$ cat src/rtl/sig_pipe_stage.sv
// Elastic valid/ready pipeline for significand lanes of the FP MAC datapath.
// Empty stages fill even while the output stalls; flush drops all in-flight operands.
module sig_pipe_stage #(
    parameter int WIDTH = 11,
    parameter int LANES = 2,
    parameter int DEPTH = 2
) (
    input  logic                   clock,
    input  logic                   reset,
    input  logic                   flush,
    input  logic                   in_valid,
    output logic                   in_ready,
    input  logic [LANES*WIDTH-1:0] in_sig,
    output logic                   out_valid,
    input  logic                   out_ready,
    output logic [LANES*WIDTH-1:0] out_sig,
    output logic [3:0]             occupancy
);
    localparam int SW = LANES * WIDTH;

    logic [DEPTH-1:0] v_q, v_d;
    logic [DEPTH-1:0] ready;
    logic [SW-1:0]    d_q [DEPTH];
    logic [SW-1:0]    d_d [DEPTH];
    logic [3:0]       occ_q, occ_d;

    // A stage can load when some stage at or after it is empty or the output drains.
    always_comb begin : ready_chain
        logic tail_full;
        tail_full = 1'b1;
        ready     = '0;
        for (int i = DEPTH - 1; i >= 0; i--) begin
            tail_full = tail_full & v_q[i];
            ready[i]  = out_ready | ~tail_full;
        end
    end

    always_comb begin : next_state
        // NOTE: every output of this block gets a default first, so no path can infer a latch.
        v_d = v_q;
        d_d = d_q;
        if (ready[0]) begin
            v_d[0] = in_valid;
            if (in_valid) d_d[0] = in_sig;
        end
        for (int i = 1; i < DEPTH; i++) begin
            if (ready[i]) begin
                v_d[i] = v_q[i-1];
                if (v_q[i-1]) d_d[i] = d_q[i-1];
            end
        end
        if (flush) begin
            v_d = '0;
            d_d = d_q;
        end
        occ_d = '0;
        for (int i = 0; i < DEPTH; i++) occ_d = occ_d + 4'(v_d[i]);
    end

    always_ff @(posedge clock or posedge reset) begin
        if (reset) begin
            v_q   <= '0;
            occ_q <= '0;
            // NOTE: the data array is reset too, so no stale operand is visible on out_sig after reset.
            for (int i = 0; i < DEPTH; i++) d_q[i] <= '0;
        end else begin
            // NOTE: state is updated with non-blocking assignments so every stage samples pre-edge values.
            v_q   <= v_d;
            d_q   <= d_d;
            occ_q <= occ_d;
        end
    end

    assign in_ready  = ready[0] & ~flush;
    assign out_valid = v_q[DEPTH-1];
    assign out_sig   = d_q[DEPTH-1];
    assign occupancy = occ_q;

endmodule
$ cat config.mk
export PLATFORM = sky130hd
export DESIGN_NAME = sig_pipe_stage
export DESIGN_NICKNAME = d
export VERILOG_FILES = /design/src/rtl/sig_pipe_stage.sv
export SDC_FILE = /design/constraint.sdc
export NUM_CORES = 1
export LEC_CHECK = 0
export CAP_MARGIN = 10
export CORE_MARGIN = 4
export CORE_UTILIZATION = 35
export CTS_CLUSTER_DIAMETER = 50
export DETAILED_ROUTE_END_ITERATION = 7
export PLACE_DENSITY_LB_ADDON = 0.25
export SETUP_SLACK_MARGIN = 0.05
export SKIP_CTS_REPAIR_TIMING = 1
export SLEW_MARGIN = 20
export SYNTH_ARGS = -nofsm -noshare
export SYNTH_HDL_FRONTEND = slang
export SYNTH_SLANG_ARGS = --single-unit
$ cat constraint.sdc
create_clock -name clock -period 3.9 [get_ports clock]
set_clock_uncertainty 0.05 [all_clocks]
set_input_delay 0.39 -clock clock [delete_from_list [all_inputs] [get_ports clock]]
set_output_delay 0.39 -clock clock [all_outputs]
set_load 0.05 [all_outputs]
; ---- Yosys cells after proc, flatten, opt, wreduce, memory -nomap -nowiden
; Index checks and enable logic that the tools add are counted.
[word_totals]
elab_cells = 17
mem_bits_rw = 0
register_bits = 48
latchBits = 0
n_memories = 0
mem_bits_ro = 0
[op_classes]
n_mux = 3
shift = 0
order_cmp = 0
n_div = 0
bitwise_logic = 7
n_addsub = 1
n_eq_ne = 0
n_reduce_logical = 2
mul = 0
[op_table]
columns = operator, n
row1 = $reduce_and A3 Y1, 2
row2 = $not A1 Y1, 3
row3 = $add A1 B1 Y2, 1
row4 = $and A1 B1 Y1, 2
row5 = $mux W1, 2
row6 = $mux W2, 1
row7 = $or A1 B1 Y1, 2

; ---- Longest topological paths before layout
[logic_depth]
word_depth = 6
ltp_mapped = 5

; ---- Worst setup path before layout
; No wires, ideal clock.
[synth_timing]
path_type = reg-to-reg
startpoint = register v_q[1]
endpoint = register d_q[22] in the netlist's numbering
slack_ps = 1994
n_path_buf = 2
setup_time_ps = 125
synth_period_minus_slack_ps = 1906
arrival_ps = 1731
stages_incl_launch_ff = 6
t_required_ps = 3725
path_cell_list = dfrtp_1 > and3b_1 > or3b_1 > buf_6 > buf_12 > mux2_4
[synth_between]
elab_chain_cells = 4
[synth_lines]
columns = item, line_no
row1 = start: declaration, 21  ; logic [DEPTH-1:0] v_q, v_d;
row2 = start signal: assignment, 68  ; v_q <= v_d;
row3 = $and A1 B1 Y1, 33  ; tail_full = tail_full & v_q[i];
row4 = $not A1 Y1, 34  ; ready[i] = out_ready | ~tail_full;
row5 = $or A1 B1 Y1, 34
row6 = $reduce_and A3 Y1 (no source line), n/a
row7 = end signal: assignment, 69  ; d_q <= d_d;
row8 = end: declaration, 23  ; logic [SW-1:0] d_q [DEPTH];
; No other way between the ends.
; A chain may end at the register's enable or synchronous reset.

; ---- Worst setup path in the final report
[layout_timing]
startpoint = input out_ready
endpoint = output in_ready
[layout_between]
elab_chain_cells = 2
[layout_lines]
columns = item, line_no
row1 = start: declaration, 15  ; input logic out_ready,
row2 = $or A1 B1 Y1, 34
row3 = $and A1 B1 Y1, 74  ; assign in_ready = ready[0] & ~flush;
row4 = end: declaration, 12  ; output logic in_ready,
; No other way between the ends.

==> impl_metrics.yaml <==
status:
  status: "complete, no violations"
cells_and_area:
  synthToLayoutAreaGrowth_pct: 24.43
  filler_cell_count: 487
  drive_gt1_share_pct: 33.53
  n_antenna_cell: 0
  nets: 194
die:
  die-area_um2: 7270
  io_pins: 55
  core-area_um2: 5642
  rows: 27
  initial_core_util_pct: 37.04
  die_y_um: 85.27
  die_w_um: 85.27
route:
  wire_per_inst_um: 15.23
  antenna_left: 0
  postRouteWirelength_mm: 3.641
  via_per_inst: 4.389
  drcViolationCount: 0
  vias: 1049
  drt_iter0_markers: 51
  drt_first_pass_iters: 4
timing:
  finalSetupViolCount: 0
  fin_tns_setup_ns: 0
  slew_headroom_pct: 45.66
  fin_crit_ns: 2.386
  rsz0062_at_grt: "no"
  finalHoldViolCount: 0
  holdWs_ns: 0.4623
  worst_slack_ns: 1.514
  finalCritPeriodShare_pct: 61.18
  drv_slew: 0
  fmax_mhz: 419.1
  tightest_slew_ns: 0.8142
logic_synthesis:
  ys_seq_area_share_pct: 57.49
  synth_commonest_cells: "dfrtp_1 (48), buf_4 (24), mux2_2 (24)"
  ys.flop_type: "dfrtp_1"
  synth_most_common_cell: "dfrtp_1"
  synth_seq_cells: 48
  synth_top_family_by_area: "multiplexers"
  synthAdderAreaFrac_pct: 0.5988
  muxShareOfSynthArea_pct: 27.31
  synth.area.top_cells: "dfrtp_1 (57%), mux2_4 (14%), mux2_2 (13%)"
  syn-mean-instance-area_um2: 15.71
  synth_cells: 133
  synth_top_area_share_pct: 57.49
  synth_xor_area_share_pct: 0
  synth-compound-area-share_pct: 0
  synth.distinct_cells: 15
  yosys.area_share.simple_pct: 2.695
  syn_area_um2: 2090
  async_flop_share_pct: 100.0
  synth_edf_count: 0
  synth_top_area_cell: "dfrtp_1"
  yosys_warnings: 0
cts:
  clock_latency_ns: 0.30
  cts_tree: "done"
  root_buffer: "clkbuf_8"
  clk_pin_slew_ns: 0.09
  numCtsBuffers: 5
  h-tree-depth: 2
  clockBufferDepth: 2
  cts.sinks: 48
critical_path:
  end_kind: "primary output"
  crit_path_max_fanout: 3
  crit_path_start_kind: "primary input"
  path_class: "primary input to primary output"
  cp.arrival_ns: 1.95
  required_ns: 3.46
pwr:
  ir_worst_vdd_mv: 0.2215
  power.total_w: 0.001613
  leakage_nw: 1.160
  power_density_nw_per_um2: 620.4
placement:
  gp_congestion: 0.6931
  place_ws_ns: 1.521
  portBuffers: 52
  hpwlAfterDp_mm: 2.453
grt:
  antenna_found_initial: 0
  grt_pass1_vias: 1181
  grt_start_max_net_pins: 49
  overflow: 0
  grt_pass1_wl_mm: 6.092
  track_usage_pct: 10.80
min_path:
  worstHoldPathType: "flop to flop"
run:
  maxCapViolations: 0
-- through the flow --
stage / utilization, % / cells / cell area (µm²)
floorplan: - / 134 / 2093
CTS: 46.06 / 239 / 2599
global route: 46.09 / 239 / 2600
global placement: 44.02 / 231 / 2484
finish: 46.09 / 239 / 2600
detailed placement: 44.02 / 231 / 2484
-- layout make-up --
type | count | area (µm²) | share of cell area, %
clock buffers | 5 | 68.82 | 2.647
clock inverters | 3 | 46.29 | 1.781
inverters | 1 | 5.005 | 0.1925
multi-input cells | 56 | 653.1 | 25.12
flip-flops and latches | 48 | 1201 | 46.20
well taps | 72 | 90.09 | 3.465
repair buffers | 54 | 535.5 | 20.60
-- metal layers --
metal / share of wire, % / GRT usage, % / up-vias / routed length, µm
li1: - / - / 483 / -
met3: 5.2 / 3.495 / 5 / 190
met2: 48 / 16.81 / 32 / 1754
met5: 0 / 0 / - / 0
met4: 2.0 / 4.748 / 0 / 72
met1: 45 / 13.69 / 529 / 1623
-- sequential cells by signal (all words and copies together), names as in the netlist --
register and count:
occupancy 2, out_sig 22, v_q 2, d_q 22
-- worst max-delay path, cell delays in order --
cell             delay [ns]
clkdlybuf4s50_1        0.47
and3b_1                0.19
nor2_1                 0.09
clkdlybuf4s50_1        0.81
-- where the power goes --
| group | switching, W | internal [W] | leakage [nW] | total [W] |
|---|---|---|---|---|
| Clock | 0.000172 | 0.000193 | 0.0548 | 0.000366 |
| Sequential | 0.0000574 | 0.000603 | 0.573 | 0.000661 |
| Combinational | 0.000344 | 0.000243 | 0.532 | 0.000587 |
-- layout by cell type, fill, tap and decap left out --
| cell | synthesis | layout |
|---|---|---|
| and2b_1 | 1 | 1 |
| dfrtp_1 | 48 | 48 |
| mux2_4 | 20 | 20 |
| ha_1 | 1 | 1 |
| clkdlybuf4s50_1 | 0 | 52 |
| bufinv_16 | 0 | 1 |
| and3b_1 | 1 | 1 |
| mux2_2 | 24 | 24 |
| nor3b_4 | 0 | 1 |
| nor2_1 | 5 | 5 |
| inv_6 | 0 | 1 |
| or3b_1 | 1 | 1 |
| buf_4 | 24 | 2 |
| clkbuf_8 | 0 | 5 |
| clkinvlp_4 | 0 | 1 |
| conb_1 | 1 | 2 |
| clkinv_2 | 0 | 1 |
-- worst paths after layout --
path / startpoint / end / slack (ns) / cells past startpoint
min reg2reg: out_sig[13]$_DFFE_PP0P_ / out_sig[13]$_DFFE_PP0P_ / 0.46 / 1
max reg2reg: v_q[0]$_DFF_PP0_ / d_q[32]$_DFFE_PP0P_ / 2.17 / 4
max: out_ready / in_ready / 1.51 / 4
max in group asynchronous: reset / out_sig[12]$_DFFE_PP0P_ / 2.82 / 2
min: out_sig[13]$_DFFE_PP0P_ / out_sig[13]$_DFFE_PP0P_ / 0.46 / 1
min in group asynchronous: reset / d_q[35]$_DFFE_PP0P_ / 0.50 / 2
-- kinds of logic after synthesis --
logic type / count (synthesis)
DFF: 48
adders and majority gates: 1
muxes: 44
and+or+nand+nor: 9
other: 1
buffers and inverters: 30
No activity file was read; power rests on OpenSTA's default activity.
